**config.mk**
```make
export PLATFORM = sky130hd
export DESIGN_NAME = font_rom_arbiter
export DESIGN_NICKNAME = d
export VERILOG_FILES = /design/src/rtl/font_rom_arbiter.sv
export SDC_FILE = /design/constraint.sdc
export NUM_CORES = 1
export LEC_CHECK = 0
export BUFFER_PORTS_ARGS = -buffer_cell sky130_fd_sc_hd__buf_4
export CORE_ASPECT_RATIO = 0.7
export CORE_MARGIN = 2
export CORE_UTILIZATION = 48
export DETAILED_ROUTE_END_ITERATION = 6
export PLACE_DENSITY_LB_ADDON = 0.2
export SYNTH_ARGS = -nofsm -noshare
export SYNTH_HDL_FRONTEND = slang
export SYNTH_SLANG_ARGS = --single-unit
```
**constraint.sdc**
```tcl
create_clock -name clk -period 2.2 [get_ports clk]
set_input_delay 0.44 -clock clk [delete_from_list [all_inputs] [get_ports clk]]
set_output_delay 0.44 -clock clk [all_outputs]
set_load 0.01 [all_outputs]
```
**src/rtl/font_rom_arbiter.sv**
```systemverilog
// -----------------------------------------------------------------------------
// font_rom_arbiter
//
// Lets the two text-overlay stages of the VGA pipeline share one synchronous
// font ROM. Requests are granted round-robin with a combinational grant. The
// winner's address is registered onto rom_addr. A {valid, id} tag travels
// alongside the ROM read, so that each glyph row is routed back to the overlay
// that asked for it, ROM_LAT+2 cycles after the grant.
//
// Parameters
//   ADDR_W  : ROM address width ({char_code, char_line})
//   DATA_W  : glyph row width
//   ROM_LAT : ROM read latency, rom_addr -> rom_data, legal range 1..4
//
// Ports
//   clk              pixel clock
//   rst              asynchronous reset, active low
//   req0/addr0       overlay 0 request; address held until gnt0
//   gnt0             one-cycle accept pulse to overlay 0
//   rvalid0/rdata0   glyph row return to overlay 0
//   req1 .. rdata1   the same set for overlay 1
//   rom_addr         registered address to the shared ROM
//   rom_data         ROM output, valid ROM_LAT cycles after rom_addr
// -----------------------------------------------------------------------------
module font_rom_arbiter #(
  parameter int ADDR_W  = 11,
  parameter int DATA_W  = 8,
  parameter int ROM_LAT = 1
) (
  input  logic              clk,
  input  logic              rst,
  input  logic              req0,
  input  logic [ADDR_W-1:0] addr0,
  output logic              gnt0,
  output logic              rvalid0,
  output logic [DATA_W-1:0] rdata0,
  input  logic              req1,
  input  logic [ADDR_W-1:0] addr1,
  output logic              gnt1,
  output logic              rvalid1,
  output logic [DATA_W-1:0] rdata1,
  output logic [ADDR_W-1:0] rom_addr,
  input  logic [DATA_W-1:0] rom_data
);

  // The final tag stage lines up with the cycle in which rom_data is valid.
  localparam int DEPTH = ROM_LAT + 1;

  logic              last_winner_q, last_winner_d;
  logic [ADDR_W-1:0] rom_addr_q, rom_addr_d;
  logic [DEPTH-1:0]  tag_vld_q, tag_vld_d;
  logic [DEPTH-1:0]  tag_id_q, tag_id_d;
  logic              rvalid0_q, rvalid0_d;
  logic              rvalid1_q, rvalid1_d;
  logic [DATA_W-1:0] rdata0_q, rdata0_d;
  logic [DATA_W-1:0] rdata1_q, rdata1_d;

  logic gnt0_c, gnt1_c, any_gnt, winner;
  logic ret_vld, ret_id;

  // Round-robin grant. A lone requester always wins. Under contention the
  // requester that did not win last time wins now. Grants are masked while
  // reset is held.
  always_comb begin
    gnt0_c  = rst & req0 & (~req1 | last_winner_q);
    gnt1_c  = rst & req1 & (~req0 | ~last_winner_q);
    any_gnt = gnt0_c | gnt1_c;
    winner  = gnt1_c;
  end

  always_comb begin
    last_winner_d = last_winner_q;
    rom_addr_d    = rom_addr_q;
    if (gnt0_c) begin
      last_winner_d = 1'b0;
      rom_addr_d    = addr0;
    end else if (gnt1_c) begin
      last_winner_d = 1'b1;
      rom_addr_d    = addr1;
    end

    // The tag pipe shifts unconditionally. The id bit of an empty slot is
    // don't-care, so the winner bit is loaded either way.
    tag_vld_d = {tag_vld_q[DEPTH-2:0], any_gnt};
    tag_id_d  = {tag_id_q[DEPTH-2:0], winner};

    ret_vld = tag_vld_q[DEPTH-1];
    ret_id  = tag_id_q[DEPTH-1];

    rvalid0_d = ret_vld & ~ret_id;
    rvalid1_d = ret_vld & ret_id;
    rdata0_d  = rvalid0_d ? rom_data : rdata0_q;
    rdata1_d  = rvalid1_d ? rom_data : rdata1_q;
  end

  always_ff @(posedge clk or negedge rst) begin
    if (!rst) begin
      last_winner_q <= 1'b1;
      rom_addr_q    <= '0;
      tag_vld_q     <= '0;
      tag_id_q      <= '0;
      rvalid0_q     <= 1'b0;
      rvalid1_q     <= 1'b0;
      rdata0_q      <= '0;
      rdata1_q      <= '0;
    end else begin
      last_winner_q <= last_winner_d;
      rom_addr_q    <= rom_addr_d;
      tag_vld_q     <= tag_vld_d;
      tag_id_q      <= tag_id_d;
      rvalid0_q     <= rvalid0_d;
      rvalid1_q     <= rvalid1_d;
      rdata0_q      <= rdata0_d;
      rdata1_q      <= rdata1_d;
    end
  end

  assign gnt0     = gnt0_c;
  assign gnt1     = gnt1_c;
  assign rom_addr = rom_addr_q;
  assign rvalid0  = rvalid0_q;
  assign rvalid1  = rvalid1_q;
  assign rdata0   = rdata0_q;
  assign rdata1   = rdata1_q;

endmodule

```
# After elaboration in Yosys (flattened, before gate mapping)

Index checks and enable logic that the tools add are counted.

Bits in registers: 34
Output and inout bits: 31

Reductions and logical operators: 1
Bitwise logic cells: 13
Multiplexer cells: 4

Operators by type and width:

| kind               | count |
|---|---|
| $mux W11           | 2 |
| $and A1 B1 Y1      | 6 |
| $not A1 Y1         | 4 |
| $or A1 B1 Y1       | 3 |
| $mux W1            | 2 |
| $reduce_bool A2 Y1 | 1 |

# Longest topological paths before layout

Gate-level depths: netlist (run 1).

Depth in word-level cells: 5
Gate-level depth with buffers: 4
Gate-level depth less buffers: 3

# Worst setup path before layout (run 1)

Ideal clock, no wire load.

Kind: reg2out
Start: reg last_winner_q
End: out gnt0
Buffers on the path: 1
Data required time: 1760 ps
Arrival: 893 ps
Setup slack: 867 ps
Stages on the path, launching flop included: 4
Cells stage by stage: dfstp_2 nor2b_2 buf_4 nor2_1

Cells in the longest elaborated chain, start to end: 2

Ends and longest elaborated chain:

| element                  | RTL line | RTL |
|---|---|---|
| start: declaration       | 49       | `logic last_winner_q, last_winner_d;` |
| start signal: assignment | 107      | `last_winner_q <= last_winner_d;` |
| $or A1 B1 Y1             | 65       | `gnt0_c = rst & req0 & (~req1 \| last_winner_q);` |
| $and A1 B1 Y1            | 65       |  |
| end: declaration         | 34       | `output logic gnt0,` |

No other way between the ends.

# Worst setup path in the final report (run 1)

Ends and elaborated chain as after synthesis.

==> results.md, run 1 <==
* Outcome: complete, no violations
* Average wire per standard cell at 14.75 um
* Hold Fails Final Rpt at 0
* Routed Antenna Nets at 0
* CTS tree: yes
* Most area-consuming cells after synthesis: dfrtp_1 61%, mux2_2 13%, a31oi_1 4.6%
* Vias per inst at 5.153
* Fraction of layout cells with a size suffix above 1 at 0.5056
* Syn nets at 147
* GRT overflow at 0
* F_max at 0.5943 GHz
* Area growth from synthesis to layout at 43.59%
* Starting Density at 0.4950
* H-tree depth at 2
* CTS clock-pin slew for the worst setup and hold paths at 70 ps
* Most numerous cell in the Yosys netlist: dfrtp_1
* Critical path launch point type: register
* Final min period at 1683 ps
* Die area at 3277 um2
* Largest net degree at the start of global routing at 35
* Fin Clk Skew at 2.348 ps
* Initial DRC Count at 91
* Pwr dens at 855.0 nW/um2
* Clk buf depth at 2
* Tcrit/Tclk final at 0.7649
* PostCTS Resize Cnt at 0
* Yosys cell types at 18
* First-pass GRT wire length at 5.292 mm
* Core area at 2743 um2
* Critical path's slowest cell: dfstp_2
* Max-Cap Viols at 0
* Crit path DAT at 1240 ps
* Slowest stage delay, CP at 390 ps
* NumNets Final at 213
* Top-area cell type share of the netlist area at 0.6083
* Inserted Clock Buffers at 5
* Crit Path Max Fanout at 12
* Gr usage total at 0.2197
* Sequential fraction of the synthesis area at 0.6276
* Detailed Route WL at 3.187 mm
* Post-DP Area at 1858 um2
* Max_slew headroom at 0.5542
* Worst-Margin Slew at 668.7 ps
* Mapped Area at 1358 um2
* Critical Path RT at 1760 ps
* Diode count at 0
* Port buffer count at 64
* Asr flop ratio synth at 1.000
* # DRC at 0
* Number of top-level pins at 65
* Layout Cell Area excl Fill at 1949 um2
* Hold WC Path Type: input pin to async pin
* Final worst slack at 517.3 ps
* Largest area contributor in the netlist: dfrtp_1
* DIE HEIGHT at 48.50 um
* CP bufs+invs at 1
* Dpl ws at 623.8 ps
* Drt first pass iters at 4
* Crit path cell chain: nor2b_2 > nor2_1 > buf_4
* Kind of critical path: register to output pin
* Final setup fails at 0
* Clock latency on the worst-skew pair at 270 ps
* Die Wd at 67.57 um
* Synth top cells by count: 33 x dfrtp_1, 16 x mux2_2, 11 x nor2_1, 11 x o21ai_0
* Final core occ at 0.7108
* RSZ-0062 raised after global routing: no
* Total number of clock tree sinks at 34
* CP top delay family: simple AND/OR/NAND/NOR gates
* FF+latch count, synth at 34
* R2R Setup Slk at 800 ps
* Synth Warn # at 0
* Initial antenna violation count at 0
* Total setup buffers inserted after CTS at 0
* Vias in the first global route at 1,113
* Post-synth EDFFs at 0
* VDD IR-drop max at 0.6750 mV
* Root Buffer: clkbuf_8
* P_leak at 0.9222 nW
* GPL Wtd Cong at 0.7599
* Ys flop type: dfrtp_1
* Post-CTS Hold Fix Bufs at 0
* Synthesized instance count at 113
* # rows at 16
* Endpoint class of the critical path: output pin
* Fin Hold WS at 220.4 ps
* Vias at 1,113
* Slew Limit Fails at 0
* Syn Area/Cell at 12.01 um2
* Post-route setup TNS at 0 ps
* Post-detail-place hpwl at 2.354 mm
routing by layer:
layer	global-route usage	routed length, um	vias up	share of wire
met4	0.04762	19	0	0.0060
met5	0	0	-	0
met2	0.3627	1660	39	0.52
li1	-	-	529	-
met1	0.2837	1338	543	0.42
met3	0.06744	168	2	0.053
flip-flops by register name, indices dropped and copies added, names as in the netlist:
signal         flops
last_winner_q      1
tag_id_q           2
tag_vld_q          2
rvalid0            1
rvalid1            1
rdata1             8
rdata0             8
rom_addr          11
power breakdown:
part | internal (mW) | switching [mW] | total (mW)
registers | 0.732 | 0.0566 | 0.789
logic | 0.235 | 0.182 | 0.417
clock network | 0.252 | 0.209 | 0.462
cell type report:
type	count	area, um2
inverter	2	7.507
sequential	34	852.1
multi-input combinational	70	457.9
tap	36	45.04
clock buffer	7	86.33
clock inverter	1	5.005
timing repair buffer	66	495.5
fill	194	793.3
cell families after synthesis:
logic type / after synthesis / share of synthesized area
DFF: 34 / 0.6277
and+or+nand+nor: 29 / 0.09863
muxes: 16 / 0.1327
AOI/OAI and AO/OA: 25 / 0.1060
buffers and inverters: 9 / 0.03502
layout by cell type, fill, tap and decap left out, drive strengths merged:
cell type and instances:
nand3 10, and2 1, dfrtp 33, a21oi 2, nor2b 2, inv 2
clkbuf 7, clkinv 1, a31oi 10, buf 66, nand2 4, dfstp 1
o32ai 1, o21a 1, mux2 16, nor2 11, nand2b 1, o21ai 11
final timing paths:
kind,end,depth (start not counted),startpoint
worst max register to register,rom_addr[7],3,last_winner_q
min in group clk,tag_vld_q[1],0,tag_vld_q[0]
worst min register to register,tag_vld_q[1],0,tag_vld_q[0]
worst max-delay path,gnt0,3,last_winner_q
worst min-delay path,rdata0[2],2,rst
max in group asynchronous,last_winner_q,2,rst
per-stage QoR:
step / instances / power (mW)
finish: 216 / 1.667
global route: 216 / 1.760
global placement: 208 / 1.201
floorplan: 113 / 0.9794
detailed placement: 208 / 1.220
CTS: 216 / 1.680
Note: power is estimated with default switching activity, not from simulation.
==> run 2, diff against run 1 <==
--- a/config.mk
+++ b/config.mk
@@ -5,10 +5,11 @@
 export SDC_FILE = /design/constraint.sdc
 export NUM_CORES = 1
 export LEC_CHECK = 0
+export ABC_AREA = 1
 export BUFFER_PORTS_ARGS = -buffer_cell sky130_fd_sc_hd__buf_4
 export CORE_ASPECT_RATIO = 0.7
 export CORE_MARGIN = 2
-export CORE_UTILIZATION = 48
+export CORE_UTILIZATION = 47
 export DETAILED_ROUTE_END_ITERATION = 6
 export PLACE_DENSITY_LB_ADDON = 0.2
 export SYNTH_ARGS = -nofsm -noshare
==> constraint.sdc (replaced) <==
create_clock -name clk -period 1.6 [get_ports clk]
set_input_delay 0.32 -clock clk [delete_from_list [all_inputs] [get_ports clk]]
set_output_delay 0.32 -clock clk [all_outputs]
set_load 0.01 [all_outputs]
==> run 2 against run 1 <==
Compared with the run above:
- sequential share of layout area fell by 3.6 points
- synthesized cell count up 58%
- cell count is 33% higher
- largest power group unchanged
- utilization down 2.6 points
- design area rose by 9.1%
- first-iteration DRC count shrank 55%
- global-route usage down 3.6 points
- routed wire length is 2.9% lower
- non-clock buffer count increased by 5
- largest cell class unchanged
- sequential power grew 37%
- clock skew increased by 3.5 ps
- power increased by 38%
==> results.md, run 2 <==
* Synthesized instance count at 179 (+58%)
* Starting Density at 0.4871 (-0.007875)
* Reg2reg end: rom_addr[3]
* Sequential fraction of the synthesis area at 0.5633 (-0.06437)
* Post-route setup TNS at 0 ps (unchanged)
* GPL Wtd Cong at 0.8151 (+7.3%)
* Syn Area/Cell at 8.451 um2 (-30%)
* Yosys cell types at 14 (-4)
* Root Buffer: clkbuf_8
* Max-Cap Viols at 0 (unchanged)
* Clk buf depth at 2 (unchanged)
* # fillers at 273 (+41%)
* Critical Path RT at 1280 ps (-480 ps)
* Clock latency on the worst-skew pair at 280 ps (about the same)
* Non-filler cells, final at 288 (+33%)
* Initial DRC Count at 41 (-55%)
* F_max at 0.6635 GHz
* Largest net degree at the start of global routing at 35 (unchanged)
* Post-synth EDFFs at 0 (unchanged)
* Reg2reg path depth at 8 (+5)
* Outcome: complete, no violations
* CP dominant cell by count: inv_1
* R2R Setup Slk at 320 ps (-480 ps)
* Final min period at 1507 ps
* Reg-to-reg startpoint: last_winner_q
* Vias in the first global route at 1,177 (+5.8%)
* Tcrit/Tclk final at 0.9420
* Drt first pass iters at 4 (unchanged)
* Worst Setup EP: gnt0
* Inserted Clock Buffers at 5 (unchanged)
* Critical path's slowest cell: dfstp_2
* Top-area cell type share of the netlist area at 0.5459 (-0.06239)
* Fin Hold WS at 92.12 ps (-128.3 ps)
* Kind of critical path: register to output pin
* # rows at 17 (+1)
* Most numerous cell in the Yosys netlist: nand2_1
* Worst Setup SP: last_winner_q
* Final setup fails at 0 (unchanged)
* Vias per inst at 4.493 (-13%)
* Total number of clock tree sinks at 34 (unchanged)
* Vias at 1,294 (+16%)
* Asr flop ratio synth at 1.000 (unchanged)
* Commonest non-fill, non-tap cells in the layout: 71 x buf_4, 55 x nand2_1, 39 x inv_1
* # DRC at 0 (unchanged)
* Largest area contributor in the netlist: dfrtp_1
* Routed Antenna Nets at 0 (unchanged)
* DIE HEIGHT at 51.47 um (+6.1%)
* Max FFs per register at 11 (unchanged)
* Post-detail-place hpwl at 2.279 mm (-3.2%)
* Endpoint class of the critical path: output pin
* Switching part of the total at 0.2819 (+0.01327)
* First-pass GRT wire length at 5.078 mm (-4.0%)
* Pwr dens at 1084 nW/um2 (+27%)
* Number of top-level pins at 65 (unchanged)
* CTS tree: yes
* Sequential Power Share at 0.467 (-0.006)
* Gr usage total at 0.1833 (-0.03640)
* Core area at 3105 um2 (+13%)
* Average wire per standard cell at 10.75 um (-27%)
* Post-CTS Hold Fix Bufs at 0 (unchanged)
* Post-Place Cells at 278 (+34%)
* Syn nets at 213 (+45%)
* Critical path depth at 5 (+2)
* CP bufs+invs at 3 (+2)
* P_leak at 1.271 nW (+38%)
* Most common cell after layout, fill and taps aside: buf_4
* H-tree depth at 2 (unchanged)
* Die area at 3695 um2 (+13%)
* Synth Warn # at 0 (unchanged)
* Combinational power share at 0.258 (+0.008)
* Die Wd at 71.81 um (+6.3%)
* Crit Path Max Fanout at 4 (-8)
* Synth top cells by count: 56 x nand2_1, 39 x inv_1, 33 x dfrtp_1, 20 x nand3_1, 9 x o21ai_0
* Sw power at 649.4 uW (+45%)
* Critical path launch point type: register
* Crit path cell chain: inv_1 > nand2_1 > nand2_2 > inv_1 > buf_4
* CTS clock-pin slew for the worst setup and hold paths at 70 ps (about the same)
* Area growth from synthesis to layout at 40.53%
* VDD IR-drop max at 0.5607 mV (-17%)
* Fraction of layout cells with a size suffix above 1 at 0.3560 (-0.1496)
* GRT overflow at 0 (unchanged)
* Fin Clk Skew at 5.865 ps (+3.516 ps)
* Worst-Margin Slew at 694.2 ps (+25.45 ps)
* Port buffer count at 64 (unchanged)
* Slew Limit Fails at 0 (unchanged)
* Hold WC Path Type: input pin to async pin
* CP top delay family: flip-flops
* Max_slew headroom at 0.5372 (-0.01697)
* FF+latch count, synth at 34 (unchanged)
* Clock power share at 0.275 (-0.002)
* Diode count at 0 (unchanged)
* NumNets Final at 283 (+33%)
* Slowest stage delay, CP at 540 ps (+150 ps)
* Detailed Route WL at 3.096 mm (-2.9%)
* Ys flop type: dfrtp_1
* Initial antenna violation count at 0 (unchanged)
* Crit path DAT at 1190 ps (-50 ps)
* Most area-consuming cells after synthesis: dfrtp_1 55%, nand2_1 14%, inv_1 9.7%
* Internal power at 1.654 mW (+36%)
* Hold Fails Final Rpt at 0 (unchanged)
* Mapped Area at 1513 um2 (+11%)
-- run 2: cell count changes after synthesis, sizes merged, moves of 2 or more --
cell / delta
nand2: +53
inv: +37
mux2: -16
a31oi: -10
nand3: +10
nor2: -9
o21ai: +6
a21oi: -2
nor2b: -2
-- run 2: per-layer routing --
layer	share of wire	vias to the layer above	global-route usage
met4	0.0055	0	0.06604
met2	0.46	32	0.2747
met3	0.065	4	0.06312
li1	-	671	-
met1	0.47	587	0.2475
met5	0	-	0
-- run 2: worst min-delay path by stage --
stage	start	end	slack [ps]	depth (start not counted)
4_1_cts	rst	rom_addr[3]	90	2
3_3_place_gp	tag_vld_q[0]	tag_vld_q[1]	340	0
6_report	rst	rom_addr[3]	90	2
3_5_place_dp	tag_vld_q[0]	tag_vld_q[1]	330	0
2_1_floorplan	rst	rdata0[0]	20	0
5_1_grt	rst	rom_addr[3]	130	2
-- run 2: cell families after synthesis --
family / after synthesis / share of synthesized area
AOI/OAI and AO/OA: 17 / 0.07610
buffers and inverters: 47 / 0.1373
DFF: 34 / 0.5633
and+or+nand+nor: 81 / 0.2233
-- run 2: worst reg2reg max path, delay by kind of cell, from the launching register on --
| kind | cells | cell delay (ps) |
|---|---|---|
| flops | 1 | 540 |
| simple gates | 5 | 350 |
| buf+inv | 3 | 340 |
-- run 2: power by group through the flow --
| stage | combinational [mW] | sequential (mW) | clock (mW) |
|---|---|---|---|
| floorplan | 0.216 | 1.15 | 0 |
| global placement | 0.587 | 1.09 | 0 |
| detailed placement | 0.596 | 1.09 | 0 |
| CTS | 0.598 | 1.08 | 0.652 |
| global route | 0.660 | 1.09 | 0.694 |
| finish | 0.595 | 1.08 | 0.633 |
-- run 2: per-stage QoR --
stage / instance area [um2] / worst slack [ps] / util / power (mW)
3_5_place_dp: 2017 / 304.6 / 0.6495 / 1.686
4_1_cts: 2111 / 45.75 / 0.6797 / 2.328
2_1_floorplan: 1513 / 332.9 / - / 1.363
5_1_grt: 2126 / -1.595 / 0.6845 / 2.446
3_3_place_gp: 2017 / 338.2 / 0.6495 / 1.677
6_report: 2126 / 92.84 / 0.6845 / 2.304
-- run 2: area by class of cell --
type / count / area, um2 / area share
clock buffer: 7 / 86.33 / 0.04061
clock inverter: 1 / 5.005 / 0.002354
inverter: 39 / 146.4 / 0.06886
multi-input combinational: 98 / 455.4 / 0.2142
sequential: 34 / 852.1 / 0.4008
tap: 38 / 47.55 / 0.02237
timing repair buffer: 71 / 533.0 / 0.2507
-- run 2: what timing repair did --
item,CTS,global route
setup endpoints to repair,1,1
setup buffers,0,2
resized for setup,1,0
pin swaps,0,1
==> run 3, diff against run 2 <==
--- a/config.mk
+++ b/config.mk
@@ -11,7 +11,8 @@
 export CORE_MARGIN = 2
 export CORE_UTILIZATION = 47
 export DETAILED_ROUTE_END_ITERATION = 6
-export PLACE_DENSITY_LB_ADDON = 0.2
+export PLACE_DENSITY = 0.87
+export SETUP_SLACK_MARGIN = 0.1
 export SYNTH_ARGS = -nofsm -noshare
 export SYNTH_HDL_FRONTEND = slang
 export SYNTH_SLANG_ARGS = --single-unit
==> run 3 against run 2 <==
Compared with the run above:
- global-route usage increased by 3.0 points
- design area up 3.3%
- non-clock buffer count grew 1
- utilization increased by 2.3 points
- clock skew up 3.6 ps
- flip-flop and latch count did not move
- register-to-register slack barely moved
- clock-buffer cell count fell by 1
- hold slack got worse by 42 ps
- die area stayed put
- critical path type unchanged
- largest cell class unchanged
- highest routed layer unchanged
==> results.md, run 3 (same netlist as run 2, synthesis figures left out) <==
* Combinational power share at 0.226 (-0.032)
* Worst-Margin Slew at 679.5 ps (-14.70 ps)
* CTS clock-pin slew for the worst setup and hold paths at 80 ps (about the same)
* Sw power at 688.2 uW (+6.0%)
* Final setup fails at 0 (unchanged)
* CP dominant cell by count: nand2_1
* Internal power at 1.975 mW (+19%)
* Vias at 1,343 (+3.8%)
* Clock latency on the worst-skew pair at 290 ps (about the same)
* Slowest stage delay, CP at 540 ps (about the same)
* Post-detail-place hpwl at 2.504 mm (+9.9%)
* H-tree depth at 2 (unchanged)
* Crit path DAT at 1160 ps (-30 ps)
* Drt first pass iters at 5 (+1)
* NumNets Final at 284 (+0.35%)
* GPL Wtd Cong at 0.7741 (-5.0%)
* Dpl ws at 327.7 ps (+23.09 ps)
* Total number of clock tree sinks at 34 (unchanged)
* Die area at 3695 um2 (unchanged)
* Clk buf depth at 2 (unchanged)
* CP bufs+invs at 2 (-1)
* Final min period at 1479 ps (-28.53 ps)
* Core area at 3105 um2 (unchanged)
* Gr usage total at 0.2138 (+0.03049)
* Diode count at 0 (unchanged)
* Fraction of layout cells with a size suffix above 1 at 0.3665 (+0.01053)
* Max-Cap Viols at 0 (unchanged)
* Final worst slack at 121.4 ps (+28.53 ps)
* Crit path cell chain: nand2_1 > nand2_1 > inv_1 > buf_4
* Routed Antenna Nets at 0 (unchanged)
* VDD IR-drop max at 0.6586 mV (+17%)
* Post-route setup TNS at 0 ps (unchanged)
* # rows at 17 (unchanged)
* Switching part of the total at 0.2584 (-0.02348)
* # DRC at 0 (unchanged)
* Crit Path Max Fanout at 2 (-2)
* Largest net degree at the start of global routing at 27 (-23%)
* Clock power share at 0.368 (+0.093)
* CP top delay family: flip-flops
* Starting Density at 0.4871 (unchanged)
* Outcome: complete, no violations
* Initial DRC Count at 88 (+110%)
* Critical path's slowest cell: dfstp_2
* Number of top-level pins at 65 (unchanged)
* Critical path launch point type: register
* Die Wd at 71.81 um (unchanged)
* F_max at 0.6763 GHz (+1.9%)
* Power Total at 2.663 mW (+16%)
* Max_slew headroom at 0.5470 (+0.009803)
* Critical Path RT at 1280 ps (about the same)
* Hold Fails Final Rpt at 0 (unchanged)
* Port buffer count at 64 (unchanged)
* Sequential Power Share at 0.406 (-0.061)
* Area growth from synthesis to layout at 45.16%
* Pwr dens at 1213 nW/um2 (+12%)
* Slew Limit Fails at 0 (unchanged)
* Inserted Clock Buffers at 5 (unchanged)
* Commonest non-fill, non-tap cells in the layout: 69 x buf_4, 54 x nand2_1, 37 x inv_1
* Final core occ at 0.7071 (+0.02256)
* Hold WC Path Type: input pin to async pin
* Detailed Route WL at 3.490 mm (+13%)
* Fin Clk Skew at 9.501 ps (+3.636 ps)
* CTS tree: yes
* Average wire per standard cell at 12.08 um (+12%)
* Kind of critical path: register to output pin
* Endpoint class of the critical path: output pin
* GRT overflow at 0 (unchanged)
* Vias per inst at 4.647 (+3.4%)
* Initial antenna violation count at 0 (unchanged)
* DIE HEIGHT at 51.47 um (unchanged)
* Vias in the first global route at 1,303 (+11%)
* Max FFs per register at 11 (unchanged)
* First-pass GRT wire length at 5.747 mm (+13%)
* Tcrit/Tclk final at 0.9241 (-0.01783)
* P_leak at 1.296 nW (+2.0%)
* Root Buffer: clkbuf_8
* Most common cell after layout, fill and taps aside: buf_4
* RSZ-0062 raised after global routing: no
-- run 3: timing repair --
action                                 4_1_cts  5_1_grt
endpoints found under the hold margin        7        0
setup endpoints to repair                    0        2
resized for setup                            0        5
buffers inserted                             0        1
hold buffers                                 2        0
-- run 3: stage by stage --
| step | hold slack, ps | cells | cell area (um2) |
|---|---|---|---|
| after floorplan | 24.41 | 179 | 1513 |
| after global placement | 158.1 | 278 | 2017 |
| after detailed placement | 160.3 | 278 | 2017 |
| after CTS | 61.45 | 288 | 2180 |
| after global routing | 77.17 | 289 | 2196 |
| final | 50.07 | 289 | 2196 |
-- run 3: final timing paths --
check	end	from	cells past startpoint	slack, ps
worst max-delay path	gnt1	last_winner_q	4	120
worst min-delay path	rdata1[0]	rst	2	50
worst max register to register	rdata0[7]	tag_vld_q[1]	4	330
worst min register to register	tag_vld_q[1]	tag_vld_q[0]	0	350
max in group asynchronous	rom_addr[2]	rst	2	850
min in group clk	rdata0[5]	rom_data[5]	3	290
-- run 3: worst register-to-register path, stage by stage, from the launching register on --
cell and delay [ps]:
dfrtp_1 370, inv_1 40, or2_1 530, nand2_1 160
o21ai_2 90
-- run 3: per-layer routing --
layer,global-route usage,vias to the layer above,routed length [um]
met5,0,-,0
met4,0.1132,0,87
met3,0.06706,11,260
met2,0.3241,48,1577
met1,0.2755,614,1565
li1,-,670,-
-- run 3: final cells by class --
| cell class | instances | area, um2 |
|---|---|---|
| Clock inverter | 2 | 60.06 |
| Fill cell | 256 | 909.6 |
| Tap cell | 38 | 47.55 |
| Multi-Input combinational cell | 98 | 457.9 |
| Inverter | 39 | 146.4 |
| Timing Repair Buffer | 72 | 549.3 |
| Sequential cell | 34 | 852.1 |
| Clock buffer | 6 | 82.58 |
-- run 3: power by group through the flow --
stage	clock, mW	sequential, mW	combinational (mW)
floorplan	0	1.15	0.216
global placement	0	1.09	0.584
finish	0.980	1.08	0.602
CTS	0.989	1.08	0.603
detailed placement	0	1.09	0.599
global route	1.03	1.10	0.671
